--- config.mk ---
export PLATFORM = sky130hd
export DESIGN_NAME = riscv_lsu
export DESIGN_NICKNAME = d
export VERILOG_FILES = /design/src/rtl/riscv_lsu.sv
export SDC_FILE = /design/constraint.sdc
export NUM_CORES = 1
export LEC_CHECK = 0
export BUFFER_PORTS_ARGS = -buffer_cell sky130_fd_sc_hd__buf_2
export CAP_MARGIN = 20
export CORE_ASPECT_RATIO = 0.9
export CORE_MARGIN = 2
export CORE_UTILIZATION = 48
export DETAILED_ROUTE_END_ITERATION = 6
export PLACE_DENSITY_LB_ADDON = 0.05
export SYNTH_ARGS = -nofsm -noshare
export SYNTH_HDL_FRONTEND = slang
export SYNTH_SLANG_ARGS = --single-unit
--- constraint.sdc ---
create_clock -name clk -period 2.6 [get_ports clk]
set_input_delay 0.78 -clock clk [delete_from_list [all_inputs] [get_ports clk]]
set_output_delay 0.78 -clock clk [all_outputs]
set_load 0.01 [all_outputs]
--- src/rtl/riscv_lsu.sv ---
// Load/store unit: turns core load/store requests into a valid/ready bus access with byte
// enables, returns extended load data, and stalls the core while the access is in flight.
// Optional build macro: LSU_MISALIGN_TRAP_EN (misaligned half/word accesses fault without a bus access).
module riscv_lsu #(
    parameter int TIMEOUT_CYCLES = 16
) (
    input  logic        clk,
    input  logic        rst_n,
    input  logic        req_i,
    input  logic        we_i,
    input  logic [2:0]  funct3_i,
    input  logic [31:0] addr_i,
    input  logic [31:0] wdata_i,
    output logic [31:0] rdata_o,
    output logic        done_o,
    output logic        err_o,
    output logic        stall_o,
    output logic        bus_valid_o,
    input  logic        bus_ready_i,
    output logic        bus_we_o,
    output logic [31:0] bus_addr_o,
    output logic [3:0]  bus_be_o,
    output logic [31:0] bus_wdata_o,
    input  logic [31:0] bus_rdata_i
);

    typedef enum logic [1:0] {
        IDLE,
        BUS,
        DONE
    } state_t;

    localparam int CW = (TIMEOUT_CYCLES > 1) ? $clog2(TIMEOUT_CYCLES + 1) : 1;

    state_t          state, state_next;
    logic [CW-1:0]   timeout_cnt;
    logic [2:0]      funct3_q;
    logic [1:0]      addr_lo_q;

    logic            bad_funct3;
    logic            misaligned;
    logic            reject;
    logic            timeout_hit;
    logic [3:0]      be_next;
    logic [31:0]     wdata_next;
    logic [4:0]      rd_shift;
    logic [31:0]     rd_lane;
    logic [31:0]     load_data;

    // Request decode, evaluated on the raw core inputs while IDLE.
    // NOTE: every signal driven in always_comb gets a default first, so no path can infer a latch.
    always_comb begin
        bad_funct3 = 1'b1;
        case (funct3_i)
            3'b000, 3'b001, 3'b010: bad_funct3 = 1'b0;
            3'b100, 3'b101:         bad_funct3 = we_i;
            default:                bad_funct3 = 1'b1;
        endcase

        misaligned = 1'b0;
`ifdef LSU_MISALIGN_TRAP_EN
        misaligned = ((funct3_i[1:0] == 2'b01) && addr_i[0]) ||
                     ((funct3_i[1:0] == 2'b10) && (addr_i[1:0] != 2'b00));
`else
        misaligned = 1'b0;
`endif

        be_next    = 4'b1111;
        wdata_next = wdata_i;
        case (funct3_i[1:0])
            2'b00: begin
                be_next    = 4'b0001 << addr_i[1:0];
                wdata_next = {4{wdata_i[7:0]}};
            end
            2'b01: begin
                be_next    = 4'b0011 << {addr_i[1], 1'b0};
                wdata_next = {2{wdata_i[15:0]}};
            end
            default: begin
                be_next    = 4'b1111;
                wdata_next = wdata_i;
            end
        endcase
    end

    assign reject = bad_funct3 | misaligned;

    // Lane selection uses the registered low address bits; words always come from lane 0.
    always_comb begin
        rd_shift = 5'd0;
        case (funct3_q[1:0])
            2'b00:   rd_shift = {addr_lo_q, 3'b000};
            2'b01:   rd_shift = {addr_lo_q[1], 4'b0000};
            default: rd_shift = 5'd0;
        endcase
        rd_lane = bus_rdata_i >> rd_shift;

        load_data = rd_lane;
        case (funct3_q)
            3'b000:  load_data = {{24{rd_lane[7]}}, rd_lane[7:0]};
            3'b100:  load_data = {24'd0, rd_lane[7:0]};
            3'b001:  load_data = {{16{rd_lane[15]}}, rd_lane[15:0]};
            3'b101:  load_data = {16'd0, rd_lane[15:0]};
            default: load_data = rd_lane;
        endcase
        if (bus_we_o) load_data = 32'd0;
    end

    assign timeout_hit = (TIMEOUT_CYCLES != 0) &&
                         ((32'(timeout_cnt) + 32'd1) >= 32'(TIMEOUT_CYCLES));

    always_comb begin
        state_next = state;
        case (state)
            IDLE:    if (req_i) state_next = reject ? DONE : BUS;
            BUS:     if (bus_ready_i || timeout_hit) state_next = DONE;
            DONE:    state_next = IDLE;
            default: state_next = IDLE;
        endcase
    end

    // NOTE: sequential state uses non-blocking assignments so every register samples pre-edge values.
    always_ff @(posedge clk or negedge rst_n) begin
        if (!rst_n) state <= IDLE;
        else        state <= state_next;
    end

    always_ff @(posedge clk or negedge rst_n) begin
        if (!rst_n) begin
            rdata_o     <= 32'd0;
            err_o       <= 1'b0;
            bus_we_o    <= 1'b0;
            bus_addr_o  <= 32'd0;
            bus_be_o    <= 4'd0;
            bus_wdata_o <= 32'd0;
            funct3_q    <= 3'd0;
            addr_lo_q   <= 2'd0;
            timeout_cnt <= '0;
        end else begin
            case (state)
                IDLE: begin
                    if (req_i) begin
                        bus_we_o    <= we_i;
                        bus_addr_o  <= {addr_i[31:2], 2'b00};
                        bus_be_o    <= be_next;
                        bus_wdata_o <= wdata_next;
                        funct3_q    <= funct3_i;
                        addr_lo_q   <= addr_i[1:0];
                        timeout_cnt <= '0;
                        err_o       <= reject;
                        rdata_o     <= 32'd0;
                    end
                end
                BUS: begin
                    if (bus_ready_i) begin
                        rdata_o     <= load_data;
                        err_o       <= 1'b0;
                        timeout_cnt <= '0;
                    end else if (timeout_hit) begin
                        rdata_o     <= 32'd0;
                        err_o       <= 1'b1;
                        timeout_cnt <= '0;
                    end else begin
                        timeout_cnt <= timeout_cnt + 1'b1;
                    end
                end
                DONE: begin
                    rdata_o <= 32'd0;
                    err_o   <= 1'b0;
                end
                default: ;
            endcase
        end
    end

    assign done_o      = (state == DONE);
    assign bus_valid_o = (state == BUS);
    assign stall_o     = req_i & (state != DONE);

endmodule
==> report_table.html, run 1 <==
<table>
<tr><th>Metric</th><th>Value</th></tr>
<tr><th colspan="2">STA</th></tr>
<tr><td>Final critical-path required period</td><td>roughly 2.4 ns</td></tr>
<tr><td>Worst Skew</td><td>0.00761 ns</td></tr>
<tr><td>Worst path setup slack after routing</td><td>0.248 ns</td></tr>
<tr><td>Slew of the pin with the lowest slew margin</td><td>0.664 ns</td></tr>
<tr><td>Endpoints failing hold</td><td>0</td></tr>
<tr><td>Max_slew headroom</td><td>0.556</td></tr>
<tr><td>Tcrit/Tclk final</td><td>0.905</td></tr>
<tr><td>Max Freq</td><td>425 MHz</td></tr>
<tr><td>Pins over their slew limit</td><td>0</td></tr>
<tr><td>RSZ-0062 raised after global routing</td><td>false</td></tr>
<tr><td>Number of endpoints failing setup at the final stage</td><td>0</td></tr>
<tr><th colspan="2">Floorplan</th></tr>
<tr><td>Num rows</td><td>35</td></tr>
<tr><td>Vertical die dimension</td><td>~100 µm</td></tr>
<tr><td>Effective utilization at floorplan</td><td>0.497</td></tr>
<tr><td>Die X</td><td>approximately 110 µm</td></tr>
<tr><td>Floorplan die area</td><td>roughly 11000 µm²</td></tr>
<tr><td>Core ar.</td><td>10300 µm²</td></tr>
<tr><td>Number of I/O pins</td><td>between 200 and 250</td></tr>
<tr><th colspan="2">Worst setup path</th></tr>
<tr><td>Crit Path Class</td><td>reg -&gt; reg</td></tr>
<tr><td>Highest fanout seen on the critical path</td><td>18</td></tr>
<tr><td>Type of element launching the critical path</td><td>flip-flop</td></tr>
<tr><td>Worst Path Arrival</td><td>2.63 ns</td></tr>
<tr><td>Worst-case register-to-register setup slack</td><td>approximately 0.25 ns</td></tr>
<tr><td>Crit. End Element</td><td>flip-flop</td></tr>
<tr><td>Crit path required time</td><td>~2.9 ns</td></tr>
<tr><th colspan="2">Clock tree</th></tr>
<tr><td>Clock slew at reported path FFs</td><td>~0.070 ns</td></tr>
<tr><td>Total clock sinks</td><td>roughly 110</td></tr>
<tr><td>Number of CTS-inserted buffers</td><td>9</td></tr>
<tr><td>TritonCTS clock tree</td><td>done</td></tr>
<tr><td># H-tree levels</td><td>3</td></tr>
<tr><td>Clock tree root driver cell</td><td>sky130_fd_sc_hd__clkbuf_16</td></tr>
<tr><td>Hold Buf Count CTS</td><td>0</td></tr>
<tr><td>Insertion delay of the later-clocked pin in the worst-skew pair</td><td>0.35 ns</td></tr>
<tr><td>Postcts setup bufs</td><td>0</td></tr>
<tr><td>Max clock buf depth</td><td>2</td></tr>
<tr><th colspan="2">Routing</th></tr>
<tr><td>First DRT Iteration DRCs</td><td>roughly 140</td></tr>
<tr><td>Final routed wire length divided by cell count</td><td>approximately 17 µm</td></tr>
<tr><td>Sum of met2 wire segment lengths after detailed routing</td><td>6300 µm</td></tr>
<tr><td>DRT Pass-1 Iters</td><td>4</td></tr>
<tr><td>Met3 routed wirelength</td><td>1120 µm</td></tr>
<tr><td>Number of vias per cell</td><td>about 5.5</td></tr>
<tr><td>Metal-1 WL</td><td>about 5400 µm</td></tr>
<tr><td>Top layer used by detailed routing</td><td>met4</td></tr>
<tr><td>Drc violations</td><td>0</td></tr>
<tr><td>Antenna violation net count after detailed routing</td><td>0</td></tr>
<tr><td>Total detailed-routing wirelength</td><td>between 10000 and 15000 µm</td></tr>
<tr><td>Via count of the routed design</td><td>4180</td></tr>
<tr><th colspan="2">Logic synthesis</th></tr>
<tr><td>Average instance area after synthesis</td><td>approximately 12 µm²</td></tr>
<tr><td>Cell taking the most area after synthesis</td><td>sky130_fd_sc_hd__dfrtp_1</td></tr>
<tr><td>Top cell type's share of synthesized area</td><td>0.548</td></tr>
<tr><td>Cell area after synthesis</td><td>about 5000 µm²</td></tr>
<tr><td>#FFs+latches synth</td><td>112</td></tr>
<tr><td>Warning count from the yosys run</td><td>0</td></tr>
<tr><td>Synth unique cells</td><td>between 40 and 50</td></tr>
<tr><td>Number of cells produced by synthesis</td><td>434</td></tr>
<tr><td>Sequential area share after synthesis</td><td>0.548</td></tr>
<tr><td>Leading post-synthesis cells by cell area</td><td>sky130_fd_sc_hd__dfrtp_1 (55%), sky130_fd_sc_hd__mux2_2 (9.5%), sky130_fd_sc_hd__a221o_1 (4.9%), sky130_fd_sc_hd__mux2i_1 (4.7%), sky130_fd_sc_hd__o21ai_0 (4.2%)</td></tr>
<tr><th colspan="2">Place</th></tr>
<tr><td>Standard cell area after detailed placement</td><td>6290 µm²</td></tr>
<tr><td>Last weighted congestion value of the routability-driven placer</td><td>~0.9</td></tr>
<tr><td># port buffers</td><td>206</td></tr>
<tr><td>Placement-stage worst setup slack</td><td>-0.149 ns</td></tr>
<tr><td>Half-perimeter wire length after placement</td><td>just under 10000 µm</td></tr>
<tr><th colspan="2">Cells and area</th></tr>
<tr><td>Layout cell share with drive strength beyond 1</td><td>0.454</td></tr>
<tr><td>Final antenna diode count</td><td>0</td></tr>
<tr><td># nets final</td><td>740</td></tr>
<tr><td>Signed area change from the synthesized netlist to the final layout</td><td>30.1%</td></tr>
<tr><td>Util after Layout</td><td>0.647</td></tr>
<tr><td>Fill cell instance count of the final layout</td><td>roughly 850</td></tr>
<tr><td>Post-Layout Inst Area</td><td>6650 µm²</td></tr>
<tr><th colspan="2">Power</th></tr>
<tr><td>Clk pwr share</td><td>0.230</td></tr>
<tr><td>IR Drop Worst-Case VDD</td><td>between 0.7 and 0.8 mV</td></tr>
<tr><td>Combinational fraction of design power</td><td>0.380</td></tr>
<tr><td>Static Leakage</td><td>3.42 nW</td></tr>
<tr><td>Power per standard cell area</td><td>~1100 nW/µm²</td></tr>
<tr><td>Fraction of power spent switching nets</td><td>0.340</td></tr>
<tr><td>Net load switching power</td><td>between 0.002 and 0.0025 W</td></tr>
<tr><td>Internal power contribution</td><td>roughly 0.0046 W</td></tr>
<tr><td>Seq pwr share</td><td>0.390</td></tr>
<tr><th colspan="2">Outcome</th></tr>
<tr><td>Run status</td><td>finished clean</td></tr>
<tr><th colspan="2">Global routing</th></tr>
<tr><td>Number of antenna violations at the first check in global routing</td><td>0</td></tr>
<tr><td>Global-route total usage across every layer</td><td>0.230</td></tr>
<tr><td>Global-route wire length before repair</td><td>roughly 21000 µm</td></tr>
<tr><td>Via count of the first global-routing pass</td><td>4075</td></tr>
<tr><td>Largest net degree at the start of global routing</td><td>75</td></tr>
<tr><td>Grt total ovfl</td><td>0</td></tr>
<tr><th colspan="2">Hold path</th></tr>
<tr><td>Hold Path Class</td><td>in -&gt; async</td></tr>
<tr><th colspan="2">Job</th></tr>
<tr><td>Max capacitance violation total</td><td>0</td></tr>
</table>
[power by group through the flow]
stage	logic (W)	registers, W	clock network, W
5_1_grt	0.00293	0.00283	0.00173
4_1_cts	0.00270	0.00274	0.00166
3_5_place_dp	0.00269	0.00276	0
2_1_floorplan	0.00137	0.00300	0
3_3_place_gp	0.00264	0.00274	0
6_report	0.00266	0.00273	0.00161
[critical path, cell delays in order (launching register included)]
cell                       delay [ns]
sky130_fd_sc_hd__dfrtp_1         0.38
sky130_fd_sc_hd__inv_1           0.09
sky130_fd_sc_hd__ha_1            0.27
sky130_fd_sc_hd__inv_1           0.15
sky130_fd_sc_hd__nor2_1          0.12
sky130_fd_sc_hd__nor3_4          0.58
sky130_fd_sc_hd__o2111a_2        0.52
sky130_fd_sc_hd__a221o_1         0.17
[per-layer routing]
layer / track usage / up-vias
met5: 0 / -
met4: 0.0750 / 0
met3: 0.0688 / 17
met2: 0.378 / 179
met1: 0.298 / 2018
li1: - / 1966
[cell usage in the layout (no fill, tap or decap), drive strengths merged, types with 3 or more instances in the layout]
master and n:
a31oi 3, nand2b 5, bufinv 3, mux2i 24
dfrtp 112, nor3 3, mux2 44, nand3 3
mux4 7, ha 5, a21oi 14, nand2 46
a221o 25, inv 14, o21ai 43, a22o 15
nor2b 5, nor2 17, clkbuf 12, buf 217
[logic make-up after synthesis]
group,synth area share
simple gates,0.0749
flops,0.548
fa+ha+maj,0.0122
mux,0.175
other cells,0.000733
compound gates,0.152
buf+inv,0.0364
[synthesized netlist by cell type]
| cell | count |
|---|---|
| sky130_fd_sc_hd__nand2b_1 | 5 |
| sky130_fd_sc_hd__inv_1 | 13 |
| sky130_fd_sc_hd__a21o_1 | 1 |
| sky130_fd_sc_hd__o21bai_1 | 1 |
| sky130_fd_sc_hd__a211o_1 | 1 |
| sky130_fd_sc_hd__nand2_1 | 46 |
| sky130_fd_sc_hd__o21ba_2 | 1 |
| sky130_fd_sc_hd__buf_2 | 2 |
| sky130_fd_sc_hd__a21oi_1 | 14 |
| sky130_fd_sc_hd__a221o_1 | 25 |
| sky130_fd_sc_hd__a21boi_1 | 1 |
| sky130_fd_sc_hd__nor3_2 | 1 |
| sky130_fd_sc_hd__buf_6 | 1 |
| sky130_fd_sc_hd__nand3_1 | 3 |
| sky130_fd_sc_hd__conb_1 | 1 |
| sky130_fd_sc_hd__a41o_1 | 1 |
| sky130_fd_sc_hd__nor2b_1 | 5 |
| sky130_fd_sc_hd__o2111a_2 | 1 |
| sky130_fd_sc_hd__a31oi_1 | 3 |
| sky130_fd_sc_hd__and2_1 | 2 |
| sky130_fd_sc_hd__dfrtp_1 | 112 |
| sky130_fd_sc_hd__and4b_1 | 1 |
| sky130_fd_sc_hd__o22ai_1 | 1 |
| sky130_fd_sc_hd__buf_4 | 2 |
| sky130_fd_sc_hd__mux2_2 | 43 |
| sky130_fd_sc_hd__nor3_1 | 2 |
| sky130_fd_sc_hd__ha_1 | 5 |
| sky130_fd_sc_hd__buf_1 | 2 |
| sky130_fd_sc_hd__mux4_2 | 7 |
| sky130_fd_sc_hd__mux2i_1 | 24 |
| sky130_fd_sc_hd__a22o_1 | 15 |
| sky130_fd_sc_hd__mux2_4 | 1 |
| sky130_fd_sc_hd__a21boi_0 | 1 |
| sky130_fd_sc_hd__nor4_1 | 1 |
| sky130_fd_sc_hd__o21ai_0 | 43 |
| sky130_fd_sc_hd__clkbuf_1 | 25 |
| sky130_fd_sc_hd__nand3b_1 | 1 |
| sky130_fd_sc_hd__a211oi_1 | 1 |
| sky130_fd_sc_hd__nor2_1 | 17 |
| sky130_fd_sc_hd__nor3b_2 | 1 |
| sky130_fd_sc_hd__o41ai_1 | 1 |
[what timing repair did]
action / in CTS / in global routing
gates resized for setup: 1 / 1
pin swaps: 0 / 0
setup endpoints to repair: 16 / 16
[worst paths after layout]
kind	start	cells past startpoint	end
max reg2reg	state[0]	7	rdata_o[20]
min in group clk	bus_wdata_o[28]	2	bus_wdata_o[28]
max in group asynchronous	rst_n	2	bus_addr_o[20]
min	rst_n	1	rdata_o[4]
min reg2reg	bus_wdata_o[28]	2	bus_wdata_o[28]
max	state[0]	7	rdata_o[20]
[layout make-up]
cell class                      instances  area, µm²  area share
Sequential cell                       112       2800       0.421
Multi-Input combinational cell        278       2140       0.322
Timing Repair Buffer                  217       1140       0.171
Clock buffer                           12        256      0.0385
Tap cell                              129        161      0.0243
Clock inverter                          4       98.8      0.0149
Inverter                               13       48.8     0.00733
[per-stage QoR]
| stage | hold WS (ns) | TNS, ns | power, W | cells |
|---|---|---|---|---|
| final | 0.364 | 0 | 0.00700 | 765 |
| after global routing | 0.386 | 0 | 0.00748 | 765 |
| after CTS | 0.364 | 0 | 0.00710 | 765 |
| after detailed placement | 0.465 | -2.26 | 0.00545 | 749 |
| after global placement | 0.458 | -0.677 | 0.00538 | 749 |
| after floorplan | 0.480 | 0 | 0.00436 | 435 |
[registers in the layout (all words and copies together), names as in the netlist]
register,cells
bus_wdata_o,32
rdata_o,32
bus_addr_o,30
timeout_cnt,5
bus_be_o,4
funct3_q,3
addr_lo_q,2
state,2
bus_we_o,1
err_o,1
Power figures use the tool's default switching activity.
==> run 2, diff against run 1 <==
- ABC_AREA: default -> 1
- CORE_UTILIZATION: 48 -> 50
- MAX_ROUTING_LAYER: default -> met4
==> run 2 against run 1 <==
Effect of this change:
- clock-buffer cell count decreased by 1
- non-clock buffer count decreased by 4
- fmax increased by 12%
- critical path type unchanged
- clock power decreased by 18%
- hold slack got worse by 0.0056 ns
- clock skew decreased by 0.0019 ns
- routed wire length increased by 16%
- power increased by 2.4%
- flip-flop and latch count unchanged
- combinational power increased by 18%
- critical path depth increased by 1
==> report_table.html, run 2 <==
<table>
<tr><th>Metric</th><th>Value</th></tr>
<tr><th colspan="2">Logic synthesis</th></tr>
<tr><td>Leading post-synthesis cells by cell area</td><td>sky130_fd_sc_hd__dfrtp_1 (50%), sky130_fd_sc_hd__nand2_1 (22%), sky130_fd_sc_hd__o21ai_0 (5.0%), sky130_fd_sc_hd__nand3_1 (4.2%), sky130_fd_sc_hd__nand2_2 (2.3%)</td></tr>
<tr><td>Sequential area share after synthesis</td><td>0.505 (-0.0434)</td></tr>
<tr><td>Proportion of synthesized flip-flops having asynchronous set or reset</td><td>1.00 (unchanged)</td></tr>
<tr><td>Most instantiated library cell after synthesis</td><td>sky130_fd_sc_hd__nand2_1</td></tr>
<tr><td>Average instance area after synthesis</td><td>7.73 µm² (-34%)</td></tr>
<tr><td>Synth unique cells</td><td>34 (-17%)</td></tr>
<tr><td>Cell area after synthesis</td><td>5560 µm² (+8.6%)</td></tr>
<tr><td>Primary flip-flop cell chosen by synthesis mapping</td><td>sky130_fd_sc_hd__dfrtp_1</td></tr>
<tr><td>Warning count from the yosys run</td><td>0 (unchanged)</td></tr>
<tr><td>Number of flops mapped to enable cells by yosys</td><td>0 (unchanged)</td></tr>
<tr><td>Cell taking the most area after synthesis</td><td>sky130_fd_sc_hd__dfrtp_1</td></tr>
<tr><td>Number of cells produced by synthesis</td><td>719 (+66%)</td></tr>
<tr><td>#FFs+latches synth</td><td>112 (unchanged)</td></tr>
<tr><td>Top cell type's share of synthesized area</td><td>0.505 (-0.0434)</td></tr>
<tr><td>Top cells by count, synth</td><td>sky130_fd_sc_hd__nand2_1 (329), sky130_fd_sc_hd__dfrtp_1 (112), sky130_fd_sc_hd__o21ai_0 (56), sky130_fd_sc_hd__nand3_1 (47), sky130_fd_sc_hd__nor2_1 (32)</td></tr>
<tr><th colspan="2">Floorplan</th></tr>
<tr><td>Number of I/O pins</td><td>209 (unchanged)</td></tr>
<tr><td>Floorplan die area</td><td>12000 µm² (+4.1%)</td></tr>
<tr><td>Die X</td><td>115 µm (+2.0%)</td></tr>
<tr><td>Vertical die dimension</td><td>104 µm (+2.0%)</td></tr>
<tr><td>Core ar.</td><td>10800 µm² (+5.0%)</td></tr>
<tr><td>Num rows</td><td>36 (+2.9%)</td></tr>
<tr><td>Effective utilization at floorplan</td><td>0.514 (+0.0169)</td></tr>
<tr><th colspan="2">Hold path</th></tr>
<tr><td>Hold Path Class</td><td>in -&gt; async</td></tr>
<tr><th colspan="2">STA</th></tr>
<tr><td>Endpoints failing hold</td><td>0 (unchanged)</td></tr>
<tr><td>Worst path setup slack after routing</td><td>0.494 ns (+0.246 ns)</td></tr>
<tr><td>Pins over their slew limit</td><td>0 (unchanged)</td></tr>
<tr><td>Number of endpoints failing setup at the final stage</td><td>0 (unchanged)</td></tr>
<tr><td>RSZ-0062 raised after global routing</td><td>false</td></tr>
<tr><td>Max_slew headroom</td><td>0.599 (+0.0433)</td></tr>
<tr><td>Setup TNS</td><td>0 ns (unchanged)</td></tr>
<tr><td>Final critical-path required period</td><td>2.11 ns (-0.246 ns)</td></tr>
<tr><td>Tcrit/Tclk final</td><td>0.810 (-0.0947)</td></tr>
<tr><td>Slew of the pin with the lowest slew margin</td><td>0.601 ns (-0.0628 ns)</td></tr>
<tr><td>Max Freq</td><td>475 MHz (+12%)</td></tr>
<tr><td>Worst Skew</td><td>0.00566 ns (-0.00195 ns)</td></tr>
<tr><th colspan="2">Routing</th></tr>
<tr><td>Number of vias per cell</td><td>5.18 (-5.3%)</td></tr>
<tr><td>Total detailed-routing wirelength</td><td>15200 µm (+16%)</td></tr>
<tr><td>Antenna violation net count after detailed routing</td><td>0 (unchanged)</td></tr>
<tr><td>Drc violations</td><td>0 (unchanged)</td></tr>
<tr><td>Via count of the routed design</td><td>5419 (+30%)</td></tr>
<tr><td>Final routed wire length divided by cell count</td><td>14.5 µm (-15%)</td></tr>
<tr><td>DRT Pass-1 Iters</td><td>7 (+3)</td></tr>
<tr><td>First DRT Iteration DRCs</td><td>484 (+240%)</td></tr>
<tr><th colspan="2">Worst setup path</th></tr>
<tr><td>Critical path buffer and inverter count</td><td>3 (+1)</td></tr>
<tr><td>Critical Path, Cell by Cell</td><td>inv_1, ha_1, inv_2, nor3_4, inv_1, nor2_4, nand2_1, nand2_1</td></tr>
<tr><td>Crit. End Element</td><td>flip-flop</td></tr>
<tr><td>Delay-heaviest family, CP</td><td>simple AND/OR/NAND/NOR gates</td></tr>
<tr><td>Crit Path Class</td><td>reg -&gt; reg</td></tr>
<tr><td>Type of element launching the critical path</td><td>flip-flop</td></tr>
<tr><td>Worst Path Arrival</td><td>2.40 ns (-0.23 ns)</td></tr>
<tr><td>Highest fanout seen on the critical path</td><td>17 (-1)</td></tr>
<tr><td>Crit path required time</td><td>2.90 ns (+0.02 ns)</td></tr>
<tr><td>Worst path max stage delay</td><td>0.51 ns (-0.07 ns)</td></tr>
<tr><td>Slowest library cell on the worst path</td><td>sky130_fd_sc_hd__nor3_4</td></tr>
<tr><th colspan="2">Cells and area</th></tr>
<tr><td>Layout cell share with drive strength beyond 1</td><td>0.293 (-0.161)</td></tr>
<tr><td>Leading cell types in the layout, fill and taps excluded</td><td>sky130_fd_sc_hd__nand2_1 (328), sky130_fd_sc_hd__buf_2 (205), sky130_fd_sc_hd__dfrtp_1 (112), sky130_fd_sc_hd__o21ai_0 (56), sky130_fd_sc_hd__nand3_1 (47)</td></tr>
<tr><td>Post-Layout Inst Area</td><td>6920 µm² (+4.0%)</td></tr>
<tr><td># nets final</td><td>1018 (+38%)</td></tr>
<tr><td>Top Registers</td><td>bus_wdata_o: 32 flops, rdata_o: 32 flops, bus_addr_o: 30 flops</td></tr>
<tr><td>Final antenna diode count</td><td>0 (unchanged)</td></tr>
<tr><td>Most common library cell in the layout ignoring fill and taps</td><td>sky130_fd_sc_hd__nand2_1</td></tr>
<tr><td>Signed area change from the synthesized netlist to the final layout</td><td>24.6%</td></tr>
<tr><td>Final standard cell count with taps included and fillers excluded</td><td>1047 (+37%)</td></tr>
<tr><th colspan="2">Clock tree</th></tr>
<tr><td>Clock tree root driver cell</td><td>sky130_fd_sc_hd__clkbuf_16</td></tr>
<tr><td>Resize count post-CTS</td><td>0 (-1)</td></tr>
<tr><td>Clock slew at reported path FFs</td><td>0.07 ns (about the same)</td></tr>
<tr><td>Postcts setup bufs</td><td>0 (unchanged)</td></tr>
<tr><td>TritonCTS clock tree</td><td>done</td></tr>
<tr><td>Max clock buf depth</td><td>2 (unchanged)</td></tr>
<tr><td>Number of CTS-inserted buffers</td><td>9 (unchanged)</td></tr>
<tr><td>Hold Buf Count CTS</td><td>0 (unchanged)</td></tr>
<tr><td># H-tree levels</td><td>3 (unchanged)</td></tr>
<tr><td>Insertion delay of the later-clocked pin in the worst-skew pair</td><td>0.36 ns (about the same)</td></tr>
<tr><td>Total clock sinks</td><td>112 (unchanged)</td></tr>
<tr><th colspan="2">Power</th></tr>
<tr><td>Static Leakage</td><td>4.03 nW (+18%)</td></tr>
<tr><td>Total power after layout</td><td>0.00717 W (+2.4%)</td></tr>
<tr><td>IR Drop Worst-Case VDD</td><td>0.703 mV (-3.4%)</td></tr>
<tr><td>Power per standard cell area</td><td>1040 nW/µm² (-1.6%)</td></tr>
<tr><th colspan="2">Global routing</th></tr>
<tr><td>Grt total ovfl</td><td>0 (unchanged)</td></tr>
<tr><td>Number of antenna violations at the first check in global routing</td><td>0 (unchanged)</td></tr>
<tr><td>Via count of the first global-routing pass</td><td>5292 (+30%)</td></tr>
<tr><td>Largest net degree at the start of global routing</td><td>90 (+20%)</td></tr>
<tr><td>Global-route wire length before repair</td><td>25300 µm (+22%)</td></tr>
<tr><td>Global-route total usage across every layer</td><td>0.272 (+0.0415)</td></tr>
<tr><th colspan="2">Job</th></tr>
<tr><td>Max capacitance violation total</td><td>0 (unchanged)</td></tr>
<tr><th colspan="2">Place</th></tr>
<tr><td>Half-perimeter wire length after placement</td><td>11300 µm (+15%)</td></tr>
<tr><td>Placed insts</td><td>1031 (+38%)</td></tr>
<tr><td>Last weighted congestion value of the routability-driven placer</td><td>0.885 (-2.2%)</td></tr>
<tr><td># port buffers</td><td>206 (unchanged)</td></tr>
<tr><td>Standard cell area after detailed placement</td><td>6650 µm² (+5.6%)</td></tr>
<tr><td>Placement-stage worst setup slack</td><td>0.466 ns (+0.615 ns)</td></tr>
<tr><th colspan="2">Outcome</th></tr>
<tr><td>Run status</td><td>finished clean</td></tr>
</table>
## run 2: changes by cell type after synthesis, moves of 15 or more
cell,change
sky130_fd_sc_hd__a22o_1,-15
sky130_fd_sc_hd__nand3_1,+44
sky130_fd_sc_hd__inv_1,+15
sky130_fd_sc_hd__nor2_1,+15
sky130_fd_sc_hd__mux2_2,-43
sky130_fd_sc_hd__a221o_1,-25
sky130_fd_sc_hd__nand2_2,+20
sky130_fd_sc_hd__mux2i_1,-24
sky130_fd_sc_hd__nand2_1,+283
## run 2: metrics by stage
step	util	hold WS, ns
after global placement	0.615	0.457
after CTS	0.640	0.361
final	0.640	0.358
after floorplan	-	0.478
after detailed placement	0.615	0.460
after global routing	0.640	0.376
## run 2: path summary, 6_finish.rpt
check | start | end | slack (ns) | depth (start not counted)
hold reg to reg | bus_addr_o[29] | bus_addr_o[29] | 0.48 | 2
setup / recovery | state[1] | rdata_o[13] | 0.49 | 8
hold / removal | rst_n | state[1] | 0.36 | 1
min in group clk | bus_addr_o[29] | bus_addr_o[29] | 0.48 | 2
max in group asynchronous | rst_n | rdata_o[22] | 1.55 | 2
setup reg to reg | state[1] | rdata_o[13] | 0.49 | 8
## run 2: area by class of cell
class	count	area, µm²
Clock buffer	11	233
Clock inverter	5	41.3
Fill cell	970	3890
Inverter	34	130
Multi-Input combinational cell	539	2440
Sequential cell	112	2800
Tap cell	133	166
Timing Repair Buffer	213	1110
## run 2: power breakdown
| group | internal [W] | leakage, nW | switching, W | total, W |
|---|---|---|---|---|
| Combinational | 0.00112 | 2.47 | 0.00202 | 0.00314 |
| Sequential | 0.00234 | 1.44 | 0.000374 | 0.00271 |
| Clock | 0.000662 | 0.132 | 0.000656 | 0.00132 |
## run 2: worst reg2reg max path: cells and delay by family, from the launching register on
| family | cells | cell delay, ns |
|---|---|---|
| buf+inv | 3 | 0.36 |
| fa+ha+maj | 1 | 0.24 |
| simple gates | 4 | 1.05 |
| flops | 1 | 0.41 |
## run 2: kinds of logic after synthesis
logic type      synth area share
simple gates               0.350
fa+ha+maj                 0.0113
flops                      0.505
other cells             0.000675
buf+inv                   0.0581
compound gates            0.0755
## run 2: metal layers
layer  vias up  global-route usage  routed length (µm)
li1       2627                   -                   -
met4         0              0.0792                 324
met1      2519               0.351                6370
met5         -                   -                   0
met3        29              0.0659                1290
met2       244               0.427                7180
